==> src/rtl/fetch_queue.sv <==
// Instruction fetch front end: issues in-order SRAM reads from the fetch PC,
// tracks outstanding responses (live vs. cancelled by a redirect), buffers
// returned instructions with their PCs in a small FIFO and hands the head
// entry to the decode stage. A misaligned fetch PC produces a single
// address-error entry and halts fetching until the next redirect.
module fetch_queue #(
    parameter int          IBUF_DEPTH      = 4,
    parameter int          MAX_OUTSTANDING = 2,
    parameter logic [31:0] RESET_PC        = 32'h1c000000
) (
    input  logic        clk,
    input  logic        resetn,
    output logic        inst_sram_en,
    output logic        inst_sram_wr,
    output logic [3:0]  inst_sram_we,
    output logic [1:0]  inst_sram_size,
    output logic [31:0] inst_sram_addr,
    output logic [31:0] inst_sram_wdata,
    input  logic [31:0] inst_sram_rdata,
    input  logic        inst_sram_addr_ok,
    input  logic        inst_sram_data_ok,
    input  logic        ex_valid,
    input  logic [31:0] ex_entry,
    input  logic        ertn_valid,
    input  logic [31:0] ertn_entry,
    input  logic        br_taken,
    input  logic [31:0] br_target,
    input  logic        br_stall,
    output logic        fs2ds_valid,
    output logic [31:0] fs2ds_pc,
    output logic [31:0] fs2ds_inst,
    output logic        fs2ds_adef,
    input  logic        ds_allowin
);

    localparam int CW = $clog2(MAX_OUTSTANDING + 1);
    localparam int IW = $clog2(IBUF_DEPTH);
    localparam int NW = $clog2(IBUF_DEPTH + 1);
    localparam int PW = (MAX_OUTSTANDING > 1) ? $clog2(MAX_OUTSTANDING) : 1;

    logic [31:0]   r_fpc;
    logic [CW-1:0] r_live_cnt;
    logic [CW-1:0] r_cancel_cnt;
    logic          r_halt;
    logic [NW-1:0] r_ibuf_cnt;
    logic [IW-1:0] r_ibuf_rd;
    logic [IW-1:0] r_ibuf_wr;
    logic [PW-1:0] r_pend_rd;
    logic [PW-1:0] r_pend_wr;
    logic [31:0]   r_ibuf_pc   [IBUF_DEPTH];
    logic [31:0]   r_ibuf_inst [IBUF_DEPTH];
    logic          r_ibuf_adef [IBUF_DEPTH];
    logic [31:0]   r_pend_pc   [MAX_OUTSTANDING];

    logic          w_redirect;
    logic [31:0]   w_target;
    logic          w_slot_ok;
    logic          w_room_ok;
    logic          w_en;
    logic          w_accept;
    logic          w_dok_valid;
    logic          w_dok_cancel;
    logic          w_dok_live;
    logic          w_push_data;
    logic          w_push_adef;
    logic          w_push;
    logic          w_pop;
    logic          w_ibuf_nonempty;
    logic [31:0]   w_push_pc;

    // Pending-PC FIFO depth need not be a power of two, so wrap explicitly.
    function automatic logic [PW-1:0] pend_next(input logic [PW-1:0] p);
        return (p == PW'(MAX_OUTSTANDING - 1)) ? '0 : p + 1'b1;
    endfunction

    assign w_redirect = ex_valid | ertn_valid | br_taken;
    assign w_target   = ex_valid ? ex_entry : (ertn_valid ? ertn_entry : br_target);

    // Each live request already owns an IBUF slot, so data_ok can never overflow it.
    assign w_slot_ok = (32'(r_live_cnt) + 32'(r_cancel_cnt)) < 32'(MAX_OUTSTANDING);
    assign w_room_ok = (32'(r_ibuf_cnt) + 32'(r_live_cnt)) < 32'(IBUF_DEPTH);

    // Gated by resetn so no request escapes while reset is asserted.
    assign w_en = resetn & ~w_redirect & ~br_stall & ~r_halt & (r_fpc[1:0] == 2'b00)
                & w_slot_ok & w_room_ok;
    assign w_accept = w_en & inst_sram_addr_ok;

    // Responses return in order: cancelled ones drain before any live one.
    assign w_dok_valid  = inst_sram_data_ok & ((r_live_cnt != '0) | (r_cancel_cnt != '0));
    assign w_dok_cancel = inst_sram_data_ok & (r_cancel_cnt != '0);
    assign w_dok_live   = inst_sram_data_ok & (r_cancel_cnt == '0) & (r_live_cnt != '0);

    assign w_ibuf_nonempty = (r_ibuf_cnt != '0);
    assign w_push_data = w_dok_live & ~w_redirect;
    assign w_push_adef = (r_fpc[1:0] != 2'b00) & ~w_redirect & ~r_halt
                       & (r_live_cnt == '0) & (r_ibuf_cnt != NW'(IBUF_DEPTH));
    assign w_push      = w_push_data | w_push_adef;
    assign w_push_pc   = w_push_data ? r_pend_pc[r_pend_rd] : r_fpc;

    assign fs2ds_valid = w_ibuf_nonempty & ~w_redirect;
    assign w_pop       = fs2ds_valid & ds_allowin;
    assign fs2ds_pc    = w_ibuf_nonempty ? r_ibuf_pc[r_ibuf_rd]   : 32'h0;
    assign fs2ds_inst  = w_ibuf_nonempty ? r_ibuf_inst[r_ibuf_rd] : 32'h0;
    assign fs2ds_adef  = w_ibuf_nonempty & r_ibuf_adef[r_ibuf_rd];

    assign inst_sram_en    = w_en;
    assign inst_sram_wr    = 1'b0;
    assign inst_sram_we    = 4'b0000;
    assign inst_sram_size  = 2'b10;
    assign inst_sram_addr  = r_fpc;
    assign inst_sram_wdata = 32'h0;

    // Fetch PC, outstanding-request bookkeeping and halt flag.
    always_ff @(posedge clk or negedge resetn) begin
        if (!resetn) begin
            r_fpc        <= RESET_PC;
            r_live_cnt   <= '0;
            r_cancel_cnt <= '0;
            r_halt       <= 1'b0;
            r_pend_rd    <= '0;
            r_pend_wr    <= '0;
        end else begin
            if (w_accept)    r_pend_wr <= pend_next(r_pend_wr);
            if (w_dok_valid) r_pend_rd <= pend_next(r_pend_rd);
            if (w_redirect) begin
                r_fpc        <= w_target;
                r_halt       <= 1'b0;
                r_live_cnt   <= '0;
                r_cancel_cnt <= r_cancel_cnt + r_live_cnt - CW'(w_dok_valid);
            end else begin
                if (w_accept)    r_fpc  <= r_fpc + 32'd4;
                if (w_push_adef) r_halt <= 1'b1;
                case ({w_accept, w_dok_live})
                    2'b10:   r_live_cnt <= r_live_cnt + 1'b1;
                    2'b01:   r_live_cnt <= r_live_cnt - 1'b1;
                    default: r_live_cnt <= r_live_cnt;
                endcase
                if (w_dok_cancel) r_cancel_cnt <= r_cancel_cnt - 1'b1;
            end
        end
    end

    // Instruction buffer pointers and occupancy; a redirect flushes it.
    always_ff @(posedge clk or negedge resetn) begin
        if (!resetn) begin
            r_ibuf_cnt <= '0;
            r_ibuf_rd  <= '0;
            r_ibuf_wr  <= '0;
        end else if (w_redirect) begin
            r_ibuf_cnt <= '0;
            r_ibuf_rd  <= '0;
            r_ibuf_wr  <= '0;
        end else begin
            if (w_push) r_ibuf_wr <= r_ibuf_wr + 1'b1;
            if (w_pop)  r_ibuf_rd <= r_ibuf_rd + 1'b1;
            case ({w_push, w_pop})
                2'b10:   r_ibuf_cnt <= r_ibuf_cnt + 1'b1;
                2'b01:   r_ibuf_cnt <= r_ibuf_cnt - 1'b1;
                default: r_ibuf_cnt <= r_ibuf_cnt;
            endcase
        end
    end

    // Storage arrays; contents are only meaningful behind the pointers.
    always_ff @(posedge clk) begin
        if (w_accept) r_pend_pc[r_pend_wr] <= r_fpc;
        if (w_push) begin
            r_ibuf_pc[r_ibuf_wr]   <= w_push_pc;
            r_ibuf_inst[r_ibuf_wr] <= w_push_data ? inst_sram_rdata : 32'h0;
            r_ibuf_adef[r_ibuf_wr] <= ~w_push_data;
        end
    end

endmodule
==> config.mk <==
export PLATFORM = sky130hd
export DESIGN_NAME = fetch_queue
export DESIGN_NICKNAME = d
export VERILOG_FILES = /design/src/rtl/fetch_queue.sv
export SDC_FILE = /design/constraint.sdc
export NUM_CORES = 1
export LEC_CHECK = 0
export ABC_AREA = 1
export BUFFER_PORTS_ARGS = -buffer_cell sky130_fd_sc_hd__buf_2
export CORE_MARGIN = 2
export CORE_UTILIZATION = 51
export DETAILED_ROUTE_END_ITERATION = 6
export HOLD_SLACK_MARGIN = 0.1
export PLACE_DENSITY = 0.84
export SYNTH_ARGS = -nofsm -noshare
export SYNTH_HDL_FRONTEND = slang
export SYNTH_SLANG_ARGS = --single-unit
==> constraint.sdc <==
create_clock -name clk -period 4.6 [get_ports clk]
set_input_delay 0.23 -clock clk [delete_from_list [all_inputs] [get_ports clk]]
set_output_delay 0.23 -clock clk [all_outputs]
set_load 0.05 [all_outputs]
==> results of run 1 <==
-- cell families after synthesis --
| logic type | share of synthesized area |
|---|---|
| other cells | 0.000438 |
| xor+xnor | 0.00510 |
| flops | 0.634 |
| fa+ha+maj | 0.00962 |
| simple gates | 0.156 |
| compound gates | 0.123 |
| buf+inv | 0.0716 |
-- worst max-delay path, stage by stage (launching register included) --
cell and delay (ns):
dfrtp_4 0.73, clkinv_2 0.42, buf_4 0.75, o21ai_0 0.21, a21oi_1 0.39, buf_2 0.34
-- metal layers --
| layer | track usage | part of all wire | routed length [um] | up-vias |
|---|---|---|---|---|
| li1 | - | - | - | 6252 |
| met1 | 0.320 | 0.39 | 17200 | 6163 |
| met2 | 0.401 | 0.48 | 20800 | 740 |
| met3 | 0.0435 | 0.096 | 4210 | 90 |
| met4 | 0.0906 | 0.034 | 1470 | 0 |
| met5 | 0 | 0 | 0 | - |
-- power by group through the flow --
stage	combinational, mW	clock (mW)	sequential (mW)
finish	1.03	3.01	3.88
global route	1.12	3.17	3.89
CTS	1.02	3.03	3.87
detailed placement	0.988	0	3.94
global placement	0.963	0	3.93
floorplan	0.619	0	4.03
-- worst max-delay path by stage --
stage | endpoint | cells past startpoint | start
floorplan | r_ibuf_adef[0] | 8 | r_cancel_cnt[0]
global placement | r_ibuf_pc[3][22] | 9 | ex_valid
detailed placement | r_ibuf_pc[3][22] | 9 | ex_valid
CTS | fs2ds_pc[20] | 5 | r_ibuf_rd[0]
global route | fs2ds_pc[10] | 5 | r_ibuf_rd[0]
finish | fs2ds_pc[10] | 5 | r_ibuf_rd[0]
-- metrics by stage --
step	setup WS (ns)	cells
floorplan	0.201	1762
finish	0.944	2434
global route	0.730	2434
global placement	1.20	2330
detailed placement	1.07	2330
CTS	0.973	2433
-- flip-flops by register name, summed over array words and instances (netlist names) --
name / count
inst_sram_addr: 32
r_ibuf_adef: 4
r_cancel_cnt: 2
r_pend_rd: 1
r_ibuf_inst: 128
r_ibuf_cnt: 3
r_ibuf_rd: 2
r_halt: 1
r_live_cnt: 2
r_ibuf_pc: 128
r_pend_pc: 64
r_pend_wr: 1
r_ibuf_wr: 2
-- cells in the mapped netlist, types with 2 or more instances --
cell / instances / area (um2)
a21oi_1: 122 / 611
a31oi_1: 7 / 43.8
buf_1: 5 / 18.8
buf_2: 23 / 115
buf_4: 43 / 323
buf_6: 7 / 78.8
clkbuf_1: 55 / 206
conb_1: 2 / 7.51
dfrtp_1: 43 / 1080
dfstp_2: 3 / 78.8
edfxtp_1: 324 / 9730
fa_1: 2 / 40.0
ha_1: 10 / 125
inv_1: 122 / 458
inv_2: 6 / 22.5
nand2_1: 224 / 841
nand2_4: 2 / 22.5
nand3_1: 38 / 190
nand3_2: 2 / 20.0
nor2_1: 396 / 1490
nor2_2: 2 / 12.5
nor3_1: 5 / 25.0
o211ai_1: 44 / 330
o21ai_0: 195 / 976
o21ai_1: 17 / 85.1
o22ai_1: 5 / 31.3
o31ai_1: 2 / 15.0
xnor2_1: 2 / 17.5
xor2_1: 8 / 70.1
-- cell type report --
class,count,area [um2]
fillers,2641,13300
inverters,129,488
flip-flops and latches,370,10900
repair buffers,292,1730
multi-input cells,1130,5230
clock buffers,42,945
clock inverters,23,265
well taps,448,561
-- what timing repair did --
| action | 4_1_cts | 5_1_grt |
|---|---|---|
| gates resized for setup | 0 | 0 |
| hold buffers | 38 | 1 |
| hold endpoints to repair | 138 | 1 |
==> impl_metrics.tcl, run 1 <==
set metrics [dict create \
    ys_seq_area_frac 0.634 \
    core_area_um2 33400 \
    endpoint_kind "output port" \
    fin_crit_sh 0.795 \
    viasPerCell 5.44 \
    drtIter0Drc 1408 \
    finalWeightedCongestion 0.897 \
    r2r-end "r_ibuf_pc[3][27]" \
    design_area_um2 20100 \
    synth_edf_count 324 \
    start_util 0.514 \
    hp-start "inst_sram_rdata[23]" \
    clkTransAtPathRegs_ns 0.06 \
    hold_depth 3 \
    worstMarginPinSlew_ns 0.897 \
    dr.pass1.iters 7 \
    final_common_cell "nor2_1" \
    syn_area_um2 17200 \
    worstHoldEndpoint "r_ibuf_inst[3][23]" \
    hold_slack_ns 0.113 \
    place_area_um2 18500 \
    period_minus_slack_ns 3.66 \
    synth_top_flop_cell "edfxtp_1" \
    setup_tns_ns 0 \
    antenna_found_initial 0 \
    combPwrFrac 0.130 \
    p_int_mw 5.80 \
    drv_cap 0 \
    cts_setup_buffers 0 \
    rows 67 \
    dieArea_um2 35100 \
    arrival_ns 3.43 \
    drc_errors 0 \
    r2r_slack_ns 1.62 \
    netlist_instances 1725 \
    setup_violations 0 \
    pin_count 275 \
    clk_latency_ns 0.53 \
    wirelength_mm 43.7 \
    p_seq_frac 0.490 \
    vias 13200 \
    reg2reg_from "r_cancel_cnt[0]" \
    final_nets 2109 \
    cts_tree "done" \
    power_mw 7.91 \
    avgSynthCellArea_um2 9.95 \
    grt_start_max_net_pins 100 \
    grt_pass1_vias 12600 \
    grt-ovfl-total 0 \
    cts_root_buf "clkbuf_16" \
    synth_warnings 0 \
    leakage_nw 8.09 \
    criticalPathCategory "register to output port" \
    swShare 0.267 \
    hold_path.class "primary input to register" \
    clock_sinks 370 \
    die_h_um 187 \
    p_clk_frac 0.380 \
    antenna_left 0 \
    synthArstFlopShare 0.124 \
    ir_worst_vdd_mv 0.259 \
    synth-seq-cells 370 \
    clock_path_buffers 3 \
    post_drt_wl_per_cell_um 17.9 \
    htreeDepth 2 \
    r2r_cells 9 \
    drive_gt1_frac 0.171 \
    antenna_cells 0 \
    status "complete, no violations" \
    cp.required_ns 4.37 \
    final_cell_mix "390 x nor2_1, 324 x edfxtp_1, 235 x buf_2, 224 x nand2_1, 195 x o21ai_0" \
    hpwlAfterDp_mm 28.4 \
    cp_max_fo 99 \
    power.density_nw_per_um2 393 \
    grt_pass1_wl_mm 67.1 \
    yosysUniqueCellTypes 38 \
    fin_util 0.603 \
    hold_viol_final 0 \
    finClkSkew_ns 0.0141 \
    port_buffers 235 \
    grtUsageTotal 0.242 \
    numCtsBuffers 37 \
    die_w_um 187 \
    slew_violations 0 \
    syn2layout_area_growth_pct 17.1 \
    maxSlewHeadroom 0.402 \
    power_switching_mw 2.11 \
    rsz0062_at_grt "no" \
    fmax_mhz 274 \
    worstSetupStartpointType "register" \
]
Power figures use the tool's default switching activity.
==> inputs of run 2 (changes only) <==
--- a/config.mk
+++ b/config.mk
@@ -8,10 +8,10 @@
 export ABC_AREA = 1
 export BUFFER_PORTS_ARGS = -buffer_cell sky130_fd_sc_hd__buf_2
 export CORE_MARGIN = 2
-export CORE_UTILIZATION = 51
+export CORE_UTILIZATION = 57
 export DETAILED_ROUTE_END_ITERATION = 6
 export HOLD_SLACK_MARGIN = 0.1
-export PLACE_DENSITY = 0.84
+export PLACE_DENSITY = 0.88
 export SYNTH_ARGS = -nofsm -noshare
 export SYNTH_HDL_FRONTEND = slang
 export SYNTH_SLANG_ARGS = --single-unit
==> constraint.sdc (replaced) <==
create_clock -name clk -period 3.43 [get_ports clk]
set_input_delay 0.1715 -clock clk [delete_from_list [all_inputs] [get_ports clk]]
set_output_delay 0.1715 -clock clk [all_outputs]
set_load 0.05 [all_outputs]
==> run 2 against run 1 <==
Compared with the run above:
- power up 32%
- via count up 1.6%
- first-iteration DRC count up 4.5%
- die area down 10%
- sequential power up 36%
- critical path type unchanged
- largest power group unchanged
==> impl_metrics.tcl, run 2 (synthesis results as in run 1) <==
set metrics [dict create \
    status "complete, no violations" \
    hold_path.class "primary input to register" \
    worstSetupStartpointType "register" \
    leakage_nw 8.21 \
    core_area_um2 29600 \
    start_util 0.579 \
    fin_crit_sh 0.905 \
    maxSlewHeadroom 0.390 \
    fmax_mhz 322 \
    numCtsBuffers 36 \
    syn2layout_area_growth_pct 18.3 \
    drive_gt1_frac 0.169 \
    fill_cells 2080 \
    dieArea_um2 31500 \
    pin_count 275 \
    post_drt_wl_per_cell_um 18.0 \
    clock_path_buffers 3 \
    drtIter0Drc 1472 \
    cts_setup_buffers 0 \
    endpoint_kind "output port" \
    worstMarginPinSlew_ns 0.913 \
    grt-ovfl-total 0 \
    criticalPathCategory "register to output port" \
    hold_viol_final 0 \
    place_area_um2 18500 \
    design_area_um2 20300 \
    grt_pass1_wl_mm 65.8 \
    p_clk_frac 0.367 \
    final_nets 2142 \
    ir_worst_vdd_mv 0.317 \
    clkTransAtPathRegs_ns 0.06 \
    final_cell_mix "390 x nor2_1, 324 x edfxtp_1, 235 x buf_2, 224 x nand2_1, 195 x o21ai_0" \
    finalWeightedCongestion 0.950 \
    htreeDepth 2 \
    drv_cap 0 \
    period_minus_slack_ns 3.10 \
    cp_max_fo 52 \
    final_common_cell "nor2_1" \
    rsz0062_at_grt "no" \
    swShare 0.266 \
    grt_pass1_vias 12700 \
    fin_util 0.685 \
    p_int_mw 7.65 \
    grtUsageTotal 0.269 \
    wirelength_mm 43.3 \
    vias 13500 \
    cts_tree "done" \
    die_w_um 178 \
    clk_latency_ns 0.52 \
    port_buffers 235 \
    slew_violations 0 \
    arrival_ns 2.93 \
    power.density_nw_per_um2 514 \
    top_regs "r_ibuf_inst (128), r_ibuf_pc (128), r_pend_pc (64)" \
    antenna_cells 0 \
    finClkSkew_ns 0.0197 \
    p_seq_frac 0.506 \
    cts_root_buf "clkbuf_16" \
    regArea_um2 10900 \
    antenna_found_initial 0 \
    multiInputGateArea_um2 5240 \
    rows 63 \
    grt_start_max_net_pins 67 \
    cp.required_ns 3.26 \
    clock_sinks 370 \
    setup_violations 0 \
    power_switching_mw 2.78 \
    drc_errors 0 \
    viasPerCell 5.58 \
    combPwrFrac 0.127 \
    antenna_left 0 \
    dr.pass1.iters 5 \
    hpwlAfterDp_mm 27.6 \
    die_h_um 178 \
]
## run 2: changes by cell type in the layout (fill, tap and decap cells not counted), sizes merged
cell / before / now
buf: 253 / 260
bufinv: 5 / 2
clkbuf: 42 / 49
clkinvlp: 1 / 0
dlygate4sd3: 39 / 66
inv: 131 / 128
## run 2: final timing paths
kind	startpoint	endpoint	slack (ns)	cells after the start
setup / recovery	r_ibuf_rd[0]	fs2ds_pc[2]	0.33	5
hold / removal	ertn_entry[14]	inst_sram_addr[14]	0.11	5
setup reg to reg	r_live_cnt[0]	r_pend_pc[0][17]	0.66	9
hold reg to reg	r_halt	r_halt	0.52	2
max in group asynchronous	resetn	r_ibuf_rd[0]	2.62	3
min in group asynchronous	resetn	r_ibuf_wr[0]	0.34	3
## run 2: timing repair
action | 4_1_cts | 5_1_grt
hold buffers | 66 | 0
setup endpoints to repair | 0 | 0
gates resized for setup | 0 | 0
hold endpoints to repair | 199 | 0
## run 2: through the flow
step / setup TNS (ns) / total power, mW / worst slack, ns / instances / hold WS (ns)
final: 0 / 10.4 / 0.326 / 2410 / 0.105
after detailed placement: 0 / 6.60 / 0.694 / 2279 / 0.352
after global placement: 0 / 6.56 / 0.812 / 2279 / 0.358
after global routing: 0 / 10.8 / 0.175 / 2410 / 0.135
after CTS: 0 / 10.4 / 0.304 / 2410 / 0.100
after floorplan: -251.87 / 6.23 / -0.969 / 1762 / -0.124
## run 2: final cells by class
type,instances,area share
clock inverter,16,0.00653
clock buffer,49,0.0499
inverter,129,0.0240
tap,390,0.0240
multi-input combinational,1130,0.258
timing repair buffer,326,0.101
sequential,370,0.536
## run 2: power groups by stage
stage	clock network [mW]	logic, mW	registers, mW
3_5_place_dp	0	1.24	5.36
6_report	3.82	1.33	5.28
2_1_floorplan	0	0.831	5.40
4_1_cts	3.85	1.31	5.27
5_1_grt	4.04	1.44	5.30
3_3_place_gp	0	1.21	5.35
## run 2: layer usage
| metal | up-vias | wire length [um] | part of all wire | global-route usage |
|---|---|---|---|---|
| li1 | 6316 | - | - | - |
| met1 | 6339 | 16500 | 0.38 | 0.331 |
| met4 | 0 | 1630 | 0.038 | 0.103 |
| met5 | - | 0 | 0 | 0 |
| met3 | 106 | 3600 | 0.083 | 0.0437 |
| met2 | 691 | 21500 | 0.50 | 0.477 |
## run 2: critical path, cell delays in order, from the launching register on
cell	delay (ns)
dfrtp_4	0.68
clkinv_2	0.58
buf_12	0.39
o21ai_0	0.29
a21oi_1	0.19
buf_2	0.28
==> inputs of run 3 (changes only) <==
--- a/config.mk
+++ b/config.mk
@@ -5,13 +5,12 @@
 export SDC_FILE = /design/constraint.sdc
 export NUM_CORES = 1
 export LEC_CHECK = 0
-export ABC_AREA = 1
 export BUFFER_PORTS_ARGS = -buffer_cell sky130_fd_sc_hd__buf_2
 export CORE_MARGIN = 2
 export CORE_UTILIZATION = 57
 export DETAILED_ROUTE_END_ITERATION = 6
 export HOLD_SLACK_MARGIN = 0.1
-export PLACE_DENSITY = 0.88
+export PLACE_DENSITY = 0.89
 export SYNTH_ARGS = -nofsm -noshare
 export SYNTH_HDL_FRONTEND = slang
 export SYNTH_SLANG_ARGS = --single-unit
==> run 3 against run 2 <==
Compared with the run above:
- register-to-register slack worse by 0.38 ns
- die area down 3.7%
- routed wire length down 11%
- largest power group unchanged
- highest routed layer unchanged
==> impl_metrics.tcl, run 3 <==
set metrics [dict create \
    grt_start_max_net_pins 72 \
    critPathMaxStageDelay_ns 0.57 \
    clkTransAtPathRegs_ns 0.06 \
    worstSetupStartpointType "register" \
    rsz0062_at_grt "no" \
    design_area_um2 19900 \
    clk_latency_ns 0.52 \
    fin_crit_sh 0.917 \
    dr.pass1.iters 5 \
    status "complete, no violations" \
    clock_sinks 370 \
    finClkSkew_ns 0.0148 \
    regArea_um2 10900 \
    slew_violations 0 \
    r2r_slack_ns 0.28 \
    dieArea_um2 30300 \
    startpoint "r_live_cnt[0]" \
    grt_pass1_wl_mm 59.1 \
    dr_wl_met2_mm 19.8 \
    yosysUniqueCellTypes 72 \
    die_h_um 174 \
    place_area_um2 18000 \
    path_cells "and2_1 > fa_1 > nor4_2 > nand4_1 > buf_4 > nor4_4 > xnor2_1 > o221ai_2 > dlygate4sd3_1" \
    fmax_mhz 318 \
    vias 10600 \
    antenna_found_initial 0 \
    die_w_um 174 \
    grt_pass1_vias 10800 \
    finalWeightedCongestion 0.872 \
    met1_length_mm 15.2 \
    setup_violations 0 \
    criticalPathCategory "register to register" \
    clock_path_buffers 3 \
    r2r_cells 9 \
    final_common_cell "edfxtp_1" \
    start_util 0.577 \
    drtIter0Drc 1013 \
    power.density_nw_per_um2 527 \
    synth_warnings 0 \
    synth.largest_area_cell "edfxtp_1" \
    post_drt_wl_per_cell_um 21.4 \
    pin_count 275 \
    cts_root_buf "clkbuf_16" \
    ys_seq_area_frac 0.659 \
    grt-ovfl-total 0 \
    rows 62 \
    leakage_nw 7.60 \
    htreeDepth 2 \
    antenna_cells 0 \
    cp.required_ns 3.88 \
    final_cell_mix "324 x edfxtp_1, 235 x buf_2, 81 x nand2_1, 71 x nor2b_1, 65 x mux4_2" \
    synth_top_flop_cell "edfxtp_1" \
    place_ws_ns 0.514 \
    setup_tns_ns 0 \
    drive_gt1_frac 0.289 \
    antenna_left 0 \
    hold_path.class "primary input to register" \
    cts_setup_buffers 0 \
    cp_max_fo 16 \
    final_nets 1545 \
    critPathSlowestCell "dlygate4sd3_1" \
    drv_cap 0 \
    top_regs "r_ibuf_inst (128), r_ibuf_pc (128), r_pend_pc (64)" \
    hold_viol_final 0 \
    syn2layout_area_growth_pct 20.5 \
    synth_top_cells_by_count "324 x edfxtp_1, 81 x nand2_1, 71 x nor2b_1" \
    synth_top_area_frac 0.589 \
    reg2reg_from "r_live_cnt[0]" \
    ir_worst_vdd_mv 0.391 \
    fill_cells 1843 \
    port_buffers 235 \
    netlist_top_cells_area "edfxtp_1 59%, mux4_2 8.9%, dfrtp_1 6.5%" \
    yosysMostFrequentCell "edfxtp_1" \
    maxSlewHeadroom 0.334 \
    top_layer "met4" \
    drc_errors 0 \
    synth-seq-cells 370 \
    endpoint "inst_sram_addr[28]" \
    synthArstFlopShare 0.124 \
    numCtsBuffers 37 \
    hold_slack_ns 0.116 \
    core_area_um2 28600 \
    cts_tree "done" \
    hpwlAfterDp_mm 25.2 \
    netlist_instances 1098 \
    fin_ws_ns 0.285 \
    grtUsageTotal 0.253 \
    r2r-end "inst_sram_addr[28]" \
    period_minus_slack_ns 3.15 \
    viasPerCell 5.87 \
    synth_edf_count 324 \
    avgSynthCellArea_um2 15.0 \
    syn_area_um2 16500 \
    endpoint_kind "register" \
    arrival_ns 3.59 \
    wirelength_mm 38.7 \
    worstMarginPinSlew_ns 0.999 \
    multiInputGateArea_um2 5150 \
    wl_met3_mm 2.52 \
]
==> run 3: changes by cell type after synthesis, sizes merged, moves of 43 or more <==
cell / before / now
a21oi: 123 / 23
inv: 129 / 18
mux4: 0 / 65
nand2: 227 / 83
nor2: 399 / 26
nor2b: 0 / 71
o211ai: 44 / 1
o21ai: 212 / 64
==> run 3: logic make-up after synthesis <==
| logic type | Yosys count | share of synthesized area |
|---|---|---|
| other cells | 2 | 0.000455 |
| buf+inv | 121 | 0.0393 |
| simple gates | 305 | 0.104 |
| xor+xnor | 18 | 0.00955 |
| flops | 370 | 0.659 |
| mux | 103 | 0.112 |
| fa+ha+maj | 12 | 0.0100 |
| compound gates | 167 | 0.0653 |
==> run 3: critical path: cells and delay by family (launching register included) <==
| family | cells | cell delay (ns) |
|---|---|---|
| DFF | 1 | 0.47 |
| and+or+nand+nor | 4 | 1.04 |
| adders and majority gates | 1 | 0.45 |
| xor gates and xnor gates | 1 | 0.17 |
| AOI/OAI and AO/OA | 1 | 0.12 |
| buffers and inverters | 2 | 0.82 |
==> run 3: metrics by stage <==
stage | total power [mW] | utilization | std cells
2_1_floorplan | 6.13 | - | 1135
3_3_place_gp | 6.43 | 0.630 | 1679
3_5_place_dp | 6.47 | 0.630 | 1679
4_1_cts | 10.5 | 0.694 | 1807
5_1_grt | 10.8 | 0.695 | 1807
6_report | 10.5 | 0.695 | 1807
==> run 3: final cells by class <==
| cell class | instances | area share |
|---|---|---|
| clock buffers | 50 | 0.0512 |
| well taps | 384 | 0.0242 |
| flip-flops and latches | 370 | 0.548 |
| multi-input cells | 644 | 0.259 |
| repair buffers | 325 | 0.105 |
| inverters | 18 | 0.00340 |
| clock inverters | 16 | 0.00963 |
==> run 3: worst min-delay path by stage <==
stage,cells past startpoint,from,endpoint,slack (ns)
detailed placement,3,ex_entry[19],inst_sram_addr[19],0.39
finish,4,ex_entry[7],inst_sram_addr[7],0.12
global placement,3,ex_entry[28],inst_sram_addr[28],0.39
floorplan,0,resetn,inst_sram_addr[0],-0.12
global route,4,ex_entry[7],inst_sram_addr[7],0.12
CTS,4,br_taken,inst_sram_addr[23],0.10
==> run 3: power breakdown <==
group	switching (mW)	total (mW)	internal, mW	leakage [nW]
clock	1.62	4.01	2.39	0.582
sequential	0.269	5.29	5.03	3.72
combinational	0.698	1.17	0.467	3.30
==> run 3: what timing repair did <==
action / 4_1_cts / 5_1_grt
endpoints found under the hold margin: 190 / 0
hold buffers: 62 / 0
resized for setup: 0 / 1
setup endpoints to repair: 0 / 1
==> run 3: metal layers <==
metal | GRT usage | up-vias
li1 | - | 4728
met1 | 0.327 | 5248
met2 | 0.450 | 554
met3 | 0.0341 | 79
met4 | 0.0798 | 0
met5 | 0 | -
